--- src/rtl/ddr3_pixel_unpack.sv ---
// Unpacks 128-bit DDR3 read words (four 32-bit pixels) into one 24-bit RGB pixel per request, 1-cycle latency.
// Two-word prefetch buffer; FIFO pops only while buffer plus in-flight read holds fewer than two words.
module ddr3_pixel_unpack #(
    parameter int IMAGE_WIDTH  = 1280,
    parameter int IMAGE_HEIGHT = 1024
) (
    input  logic         clk,
    input  logic         reset,
    input  logic         fifo_empty,
    output logic         fifo_rd_en,
    input  logic [127:0] fifo_rd_data,
    input  logic         frame_start,
    input  logic         pix_req,
    output logic         pix_valid,
    output logic [23:0]  pix_rgb,
    output logic         underflow,
    output logic         frame_err,
    input  logic         err_clr,
    output logic [23:0]  pixel_count
);

    localparam int          FRAME_PIXELS   = IMAGE_WIDTH * IMAGE_HEIGHT;
    localparam logic [23:0] FRAME_PIXELS_W = 24'(FRAME_PIXELS);

    localparam logic [0:0] ST_IDLE = 1'b0;
    localparam logic [0:0] ST_RUN  = 1'b1;

    logic [0:0]   state;
    logic [127:0] slot0;
    logic [127:0] slot1;
    logic [1:0]   occ;
    logic         inflight;
    logic [1:0]   idx;

    logic         run;
    logic         consume;
    logic         release_head;
    logic [1:0]   occ_after_rel;
    logic [23:0]  head_pix;

    // Only registered occupancy counts as available, so a word landing this cycle cannot serve a request.
    assign run           = (state == ST_RUN);
    assign consume       = run && pix_req && (occ != 2'd0);
    assign release_head  = consume && (idx == 2'd3);
    assign occ_after_rel = occ - {1'b0, release_head};
    assign head_pix      = slot0[{idx, 5'd0} +: 24];

    assign fifo_rd_en = !reset && !fifo_empty && (({1'b0, occ} + {2'b00, inflight}) < 3'd2);

    always_ff @(posedge clk) begin
        if (reset) begin
            state       <= ST_IDLE;
            slot0       <= '0;
            slot1       <= '0;
            occ         <= 2'd0;
            inflight    <= 1'b0;
            idx         <= 2'd0;
            pix_valid   <= 1'b0;
            pix_rgb     <= 24'd0;
            underflow   <= 1'b0;
            frame_err   <= 1'b0;
            pixel_count <= 24'd0;
        end else begin
            inflight  <= fifo_rd_en;
            pix_valid <= pix_req;

            if (pix_req) begin
                pix_rgb <= consume ? head_pix : 24'd0;
            end
            if (consume) begin
                idx <= idx + 2'd1;
            end

            // Head release shifts the queue; an arriving word lands in whichever slot is the tail afterwards.
            if (release_head) begin
                slot0 <= slot1;
            end
            if (inflight) begin
                if (occ_after_rel == 2'd0) begin
                    slot0 <= fifo_rd_data;
                end else begin
                    slot1 <= fifo_rd_data;
                end
            end
            occ <= occ_after_rel + {1'b0, inflight};

            if (frame_start) begin
                state <= ST_RUN;
            end

            if (run && pix_req && (occ == 2'd0)) begin
                underflow <= 1'b1;
            end else if (err_clr) begin
                underflow <= 1'b0;
            end

            if (frame_start && run && (pixel_count != FRAME_PIXELS_W)) begin
                frame_err <= 1'b1;
            end else if (err_clr) begin
                frame_err <= 1'b0;
            end

            // A request coinciding with frame_start is the first pixel of the new frame.
            if (frame_start) begin
                pixel_count <= (run && pix_req) ? 24'd1 : 24'd0;
            end else if (run && pix_req && (pixel_count != 24'hFF_FFFF)) begin
                pixel_count <= pixel_count + 24'd1;
            end
        end
    end

endmodule

--- config.mk ---
export PLATFORM = sky130hd
export DESIGN_NAME = ddr3_pixel_unpack
export DESIGN_NICKNAME = d
export VERILOG_FILES = /design/src/rtl/ddr3_pixel_unpack.sv
export SDC_FILE = /design/constraint.sdc
export NUM_CORES = 1
export LEC_CHECK = 0
export ABC_AREA = 1
export CELL_PAD_IN_SITES_DETAIL_PLACEMENT = 0
export CELL_PAD_IN_SITES_GLOBAL_PLACEMENT = 2
export CORE_ASPECT_RATIO = 1.2
export CORE_MARGIN = 5
export CORE_UTILIZATION = 31
export CTS_BUF_LIST = sky130_fd_sc_hd__clkbuf_8 sky130_fd_sc_hd__clkbuf_16
export DETAILED_ROUTE_END_ITERATION = 6
export PLACE_DENSITY = 0.94
export SYNTH_ARGS = -nofsm -noshare
export SYNTH_HDL_FRONTEND = slang
export SYNTH_SLANG_ARGS = --single-unit
--- constraint.sdc ---
create_clock -name clk -period 4.6 [get_ports clk]
set_input_delay 0.92 -clock clk [delete_from_list [all_inputs] [get_ports clk]]
set_output_delay 0.92 -clock clk [all_outputs]
set_load 0.005 [all_outputs]
==> impl_results.md, run 1 <==
- WP data arrival: approximately 2500 ps
- Final Max Slew Viols: 0
- Peak supply drop: between 0.2 and 0.3 mV
- Fin cells: 2648
- Slew HR: 0.3625
- Total GRT Usage: 0.1884
- CP Data Required Time: ~3700 ps
- Vias in the first global route: 11438
- Vias/cell: about 4.6
- Crit-path slowest cell: clkdlybuf4s50_1
- CTS Sinks: roughly 250
- PostCTS Resize Cnt: 0
- #FFs+latches synth: 249
- Main synth FF type: dfxtp_1
- # setup viols final: 0
- Area of the multi-input gates: 6325 um^2
- Worst reg2reg path startpoint: pixel_count[1]
- Layout fillers: approximately 4200
- Nets: 2231
- TritonCTS clock tree: yes
- Clk_lat worst skew: 570 ps
- Layer with the highest usage: met2
- Sequential share of the synthesized area: 0.4009
- Max Fclk: 295.9 MHz
- Mapped Cells: between 2000 and 2500
- Top cell type by total area after synthesis: dfxtp_1
- GR Layer Usage met2: 0.3049
- Crit. Startpoint: fifo_empty
- TritonRoute pass-1 iters: 5
- RSZ-0062 raised after global routing: no
- Worst hold slack: roughly 460 ps
- Post-CTS Setup Inserts: 0
- Grt ovf: 0
- Critical Path, Cell by Cell: clkdlybuf4s50_1 > a2111oi_0 > clkdlybuf4s50_1
- Minimum clock period: 3379 ps
- Top post-synthesis cells by area: dfxtp_1 (40%), nand2_1 (20%), nor2_1 (14%)
- DIE WIDTH: 192.8 um
- Most common cell in the synthesized netlist: nand2_1
- Post-synth top area share: 0.4009
- Longest Clk Path Bufs: 3
- Critical path type: input port to output port
- Cell variety after synth: 22
- Setup Skew: 5.455 ps
- Ports: 186
- Initial antenna violation count: 0
- CTS Root Cell: clkbuf_16
- Worst path bufs/invs: 2
- Placed Cells: 2595
- Post-synth EDFFs: 0
- GR Util met1: 0.2502
- CP delay by family, top: buffers and inverters
- Ratio of cells with drive above 1 in the final layout: 0.03641
- First-pass GRT wire length: 66390 um
- Final worst path period share: 0.7347
- Global routing usage on met3: 0.03533
- Hold crit path type: flop to flop
- Sequential Area: 4989 um^2
- # diodes: 0
- IO Port Bufs: 153
- Core Util, Final: 0.3845
- Die Area: 44230 um^2
- CP most frequent cell: clkdlybuf4s50_1
- ANT nets after route: 0
- Leak: 0.006725 uW
- Slew @ Worst Pin: 956.2 ps
- HPWL Detailed: 27160 um
- Mean area per synthesized cell: 6.173 um^2
- Initial Utilization: 0.3129
- Ys Warns: 0
- Number of buffers created by CTS: 29
- Startpoint Class: input port
- # rows: 80
- Avg WL per Cell: roughly 16 um
- CTS hold repair buffers: 0
- Worst-path clk slew: 60 ps
- Post-synthesis cell area: 12430 um^2
- Total of max-cap violations: 0
- Crit Path Max Fanout: 2
- Final hold vios: 0
- Critical Path Sink Type: output port
- Synth cell count leaders: nand2_1 (666), nor2_1 (461), dfxtp_1 (249)
- Largest stage delay on the critical path: between 600 and 700 ps
- Pin count of the biggest net entering global routing: roughly 110
- Die height: 229.4 um
- Via count: 12258
- Final Wtd Congestion: around 0.85
- Min-delay src: pix_rgb[18]
- Initial DRC Count: approximately 870
- P&R area growth vs syn: 22.90%
- H-Tree Depth: 1
- Core area: 39740 um^2
- Final WL: about 43000 um
- Status: finished, final reports clean
- Power density cells: 354.0 nW/um^2
- Setup TNS Final: 0 ps
- DRC Markers: 0
- Syn Nets: 2152
- Asr flop ratio synth: 0
## per-layer routing
metal	share of wire	vias to the layer above
met5	0	-
met4	0.037	0
met3	0.063	77
met2	0.45	327
met1	0.45	5536
li1	-	6318
## power by group
part | internal [uW] | switching [uW]
clock network | 1380 | 957
registers | 2280 | 73.6
logic | 277 | 444
total | 3930 | 1470
## placed cells by master (no fill, tap or decap), types with 5 or more instances in the layout
cell             synthesis  routed
clkbuf_16                0      29
dfxtp_1                249     248
clkdlybuf4s50_1          0     152
o21bai_1                 5       5
clkbuf_8                 0       8
nand4_1                 12      12
buf_4                    1      16
o21ai_0                106     106
nor3_1                   6       6
nor2_1                 461     460
inv_1                  161     167
a21oi_1                 70      70
nand3b_1                98      98
nand2_1                666     666
clkinv_2                 0       7
nand3_1                 38      37
## per-stage QoR
step           area (um^2)  setup slack (ps)  power [uW]
2_1_floorplan        12430              2043        2826
3_3_place_gp         14320             895.1        3109
3_5_place_dp         14320             892.9        3119
4_1_cts              15280              1242        5481
5_1_grt              15280              1153        5658
6_report             15280              1221        5409
## registers in the layout, summed over array words and instances (netlist names)
name / flops
occ: 2
pix_rgb: 24
slot0: 96
slot1: 96
inflight: 1
underflow: 1
pixel_count: 24
frame_err: 1
pix_valid: 1
run: 1
idx: 2
## final cells by class
class / instances / share of cell area
Sequential cell: 249 / 0.3265
Multi-Input combinational cell: 1474 / 0.4139
Timing Repair Buffer: 172 / 0.1117
Clock inverter: 16 / 0.008270
Tap cell: 533 / 0.04364
Inverter: 167 / 0.04135
Clock buffer: 37 / 0.05470
## kinds of logic after synthesis
| family | share of synthesized area |
|---|---|
| and+or+nand+nor | 0.4237 |
| buffers and inverters | 0.09198 |
| DFF | 0.4009 |
| adders and majority gates | 0.004026 |
| AOI/OAI and AO/OA | 0.07658 |
| xor gates and xnor gates | 0.002817 |
## tightest hold or removal path, stage by stage (launching register included)
cell and delay [ps]:
dfxtp_1 300, nand2_1 60, a21oi_1 60
## path summary, 6_finish.rpt
| kind | to | slack [ps] | cells after the start |
|---|---|---|---|
| max | fifo_rd_en | 1220 | 3 |
| min | pix_rgb[18] | 460 | 2 |
| max reg2reg | pixel_count[19] | 1830 | 11 |
| min reg2reg | pix_rgb[18] | 460 | 2 |
No activity file was read; power rests on OpenSTA's default activity.
==> run 2, diff against run 1 <==
--- a/config.mk
+++ b/config.mk
@@ -10,10 +10,10 @@
 export CELL_PAD_IN_SITES_GLOBAL_PLACEMENT = 2
 export CORE_ASPECT_RATIO = 1.2
 export CORE_MARGIN = 5
-export CORE_UTILIZATION = 31
+export CORE_UTILIZATION = 29
 export CTS_BUF_LIST = sky130_fd_sc_hd__clkbuf_8 sky130_fd_sc_hd__clkbuf_16
 export DETAILED_ROUTE_END_ITERATION = 6
-export PLACE_DENSITY = 0.94
+export PLACE_DENSITY = 0.89
 export SYNTH_ARGS = -nofsm -noshare
 export SYNTH_HDL_FRONTEND = slang
 export SYNTH_SLANG_ARGS = --single-unit
==> constraint.sdc (replaced) <==
create_clock -name clk -period 3.4 [get_ports clk]
set_input_delay 0.68 -clock clk [delete_from_list [all_inputs] [get_ports clk]]
set_output_delay 0.68 -clock clk [all_outputs]
set_load 0.005 [all_outputs]
==> run 2 against run 1 <==
Net effect: sequential cell count did not move; wire length rose by 0.26%; via count fell by 0.47%; design area rose by 1.1%; clock skew rose by 13 ps; die area rose by 6.6%; worst hold slack improved by 2.5 ps; global-route usage fell by 1.4 points; critical path type unchanged; largest cell class unchanged.
==> impl_results.md, run 2 (synthesized netlist as in run 1, its figures left out) <==
- Status: finished, final reports clean
- Setup TNS Final: 0 ps
- Registers with the most flip-flops: slot0: 96 flops, slot1: 96 flops
- Max Fclk: about 370 MHz
- Crit Path Max Fanout: 2
- Critical Path, Cell by Cell: clkdlybuf4s50_1 > a2111oi_0 > clkdlybuf4s50_1
- Internal: about 5400 uW
- RSZ-0062 raised after global routing: no
- Final WL: 42880 um
- CP Data Required Time: 2720 ps
- Final hold vios: 0
- Post-DP Area: 14500 um^2
- # rows: 83
- Placed Cells: approximately 2600
- Peak supply drop: 0.3949 mV
- PostCTS Resize Cnt: 0
- First-pass GRT wire length: 65720 um
- Place WS: between 500 and 600 ps
- Number of buffers created by CTS: 28
- IO Port Bufs: between 150 and 200
- Final Max Slew Viols: 0
- Worst Setup Slack, final: 693.8 ps
- Startpoint Class: input port
- Hold crit path type: flop to flop
- Via count: 12201
- Avg WL per Cell: 16.06 um
- Nets: around 2200
- Design Power: about 7400 uW
- Minimum clock period: 2706 ps
- # setup viols final: 0
- Worst R2R Path Depth: 12
- Ports: approximately 190
- Setup Skew: 18.88 ps
- Vias in the first global route: roughly 11000
- Clk pwr share: 0.434
- TritonRoute pass-1 iters: 5
- Sw Pwr: roughly 2000 uW
- Clk_lat worst skew: roughly 560 ps
- Register share of total power: 0.430
- Total of max-cap violations: 0
- Critical path type: input port to output port
- Share of total power in combinational logic: 0.137
- Die Area: 47130 um^2
- Ratio of cells with drive above 1 in the final layout: 0.03873
- Critical Path Sink Type: output port
- Pin count of the biggest net entering global routing: 100
- Core area: 42580 um^2
- DRC Markers: 0
- Post-CTS Setup Inserts: 0
- Hold path endpoint: pix_rgb[18]
- Longest Clk Path Bufs: 3
- Slew @ Worst Pin: 787.1 ps
- Final worst path period share: 0.7959
- P&R area growth vs syn: 24.25%
- CTS hold repair buffers: 0
- Final Wtd Congestion: 0.8455
- CTS Sinks: 249
- CP most frequent cell: clkdlybuf4s50_1
- Largest stage delay on the critical path: 580 ps
- HPWL Detailed: 27680 um
- Most frequent cells in the layout: nand2_1 (666), nor2_1 (460), dfxtp_1 (248), inv_1 (164), clkdlybuf4s50_1 (152)
- Worst-path clk slew: about 60 ps
- Leak: 0.006761 uW
- Grt ovf: 0
- DIE WIDTH: between 150 and 200 um
- Total GRT Usage: 0.1748
- WP data arrival: 2030 ps
- WHS Path Cells: 2
- Worst reg2reg path startpoint: pixel_count[1]
- Commonest non-fill, non-tap cell in the layout: nand2_1
- Fin cells: 2669
- CTS Root Cell: clkbuf_16
- Switch share: 0.2695
- ANT nets after route: 0
- Die height: 236.8 um
- Initial antenna violation count: 0
- # diodes: 0
- Worst flop-to-flop path endpoint: pixel_count[17]
- Initial Utilization: 0.2920
- Worst reg-to-reg setup slack: roughly 920 ps
- Min-delay src: pix_rgb[18]
- Crit-path slowest cell: clkdlybuf4s50_1
- Vias/cell: 4.571
- Finished Cell Area: 15450 um^2
- Slew HR: 0.4697
- Power density cells: approximately 480 nW/um^2
- TritonCTS clock tree: yes
- H-Tree Depth: 1
- Initial DRC Count: 820
run 2: how the worst max path moves through the flow:
stage               start  depth (start not counted)  slack [ps]    endpoint
2_1_floorplan     pix_req                         11        1310  slot1[100]
3_3_place_gp      pix_req                          9         560   slot0[52]
3_5_place_dp      pix_req                          9         570   slot0[45]
4_1_cts        fifo_empty                          3         700  fifo_rd_en
5_1_grt        fifo_empty                          3         670  fifo_rd_en
6_report       fifo_empty                          3         690  fifo_rd_en
run 2: stage by stage:
stage / util / hold WS, ps
finish: 0.3628 / 464.2
global route: 0.3628 / 473.8
CTS: 0.3628 / 467.7
detailed placement: 0.3405 / 457.5
global placement: 0.3405 / 458.3
floorplan: - / 455.2
run 2: routing by layer:
metal / vias up / part of all wire / GRT usage / routed length [um]
li1: 6331 / - / - / -
met1: 5582 / 0.47 / 0.2434 / 20080
met2: 239 / 0.47 / 0.2900 / 20280
met3: 49 / 0.038 / 0.01964 / 1624
met4: 0 / 0.021 / 0.04167 / 888
met5: - / 0 / 0 / 0
run 2: worst max-delay path: cells and delay by family:
family                 cells  cell delay, ps
buffers and inverters      2            1000
AO/OA/AOI/OAI              1             350
run 2: layout make-up:
class | count | area, um^2
clock inverter | 13 | 170.2
tap | 552 | 690.7
clock buffer | 33 | 780.7
timing repair buffer | 181 | 1862
multi-input combinational | 1474 | 6325
fill | 4599 | 27130
inverter | 167 | 631.9
sequential | 249 | 4989
run 2: power groups by stage:
stage | combinational, uW | clock [uW] | sequential (uW)
finish | 1010 | 3200 | 3170
global route | 1140 | 3400 | 3190
CTS | 1020 | 3290 | 3170
detailed placement | 1010 | 0 | 3230
global placement | 1000 | 0 | 3230
floorplan | 621 | 0 | 3200
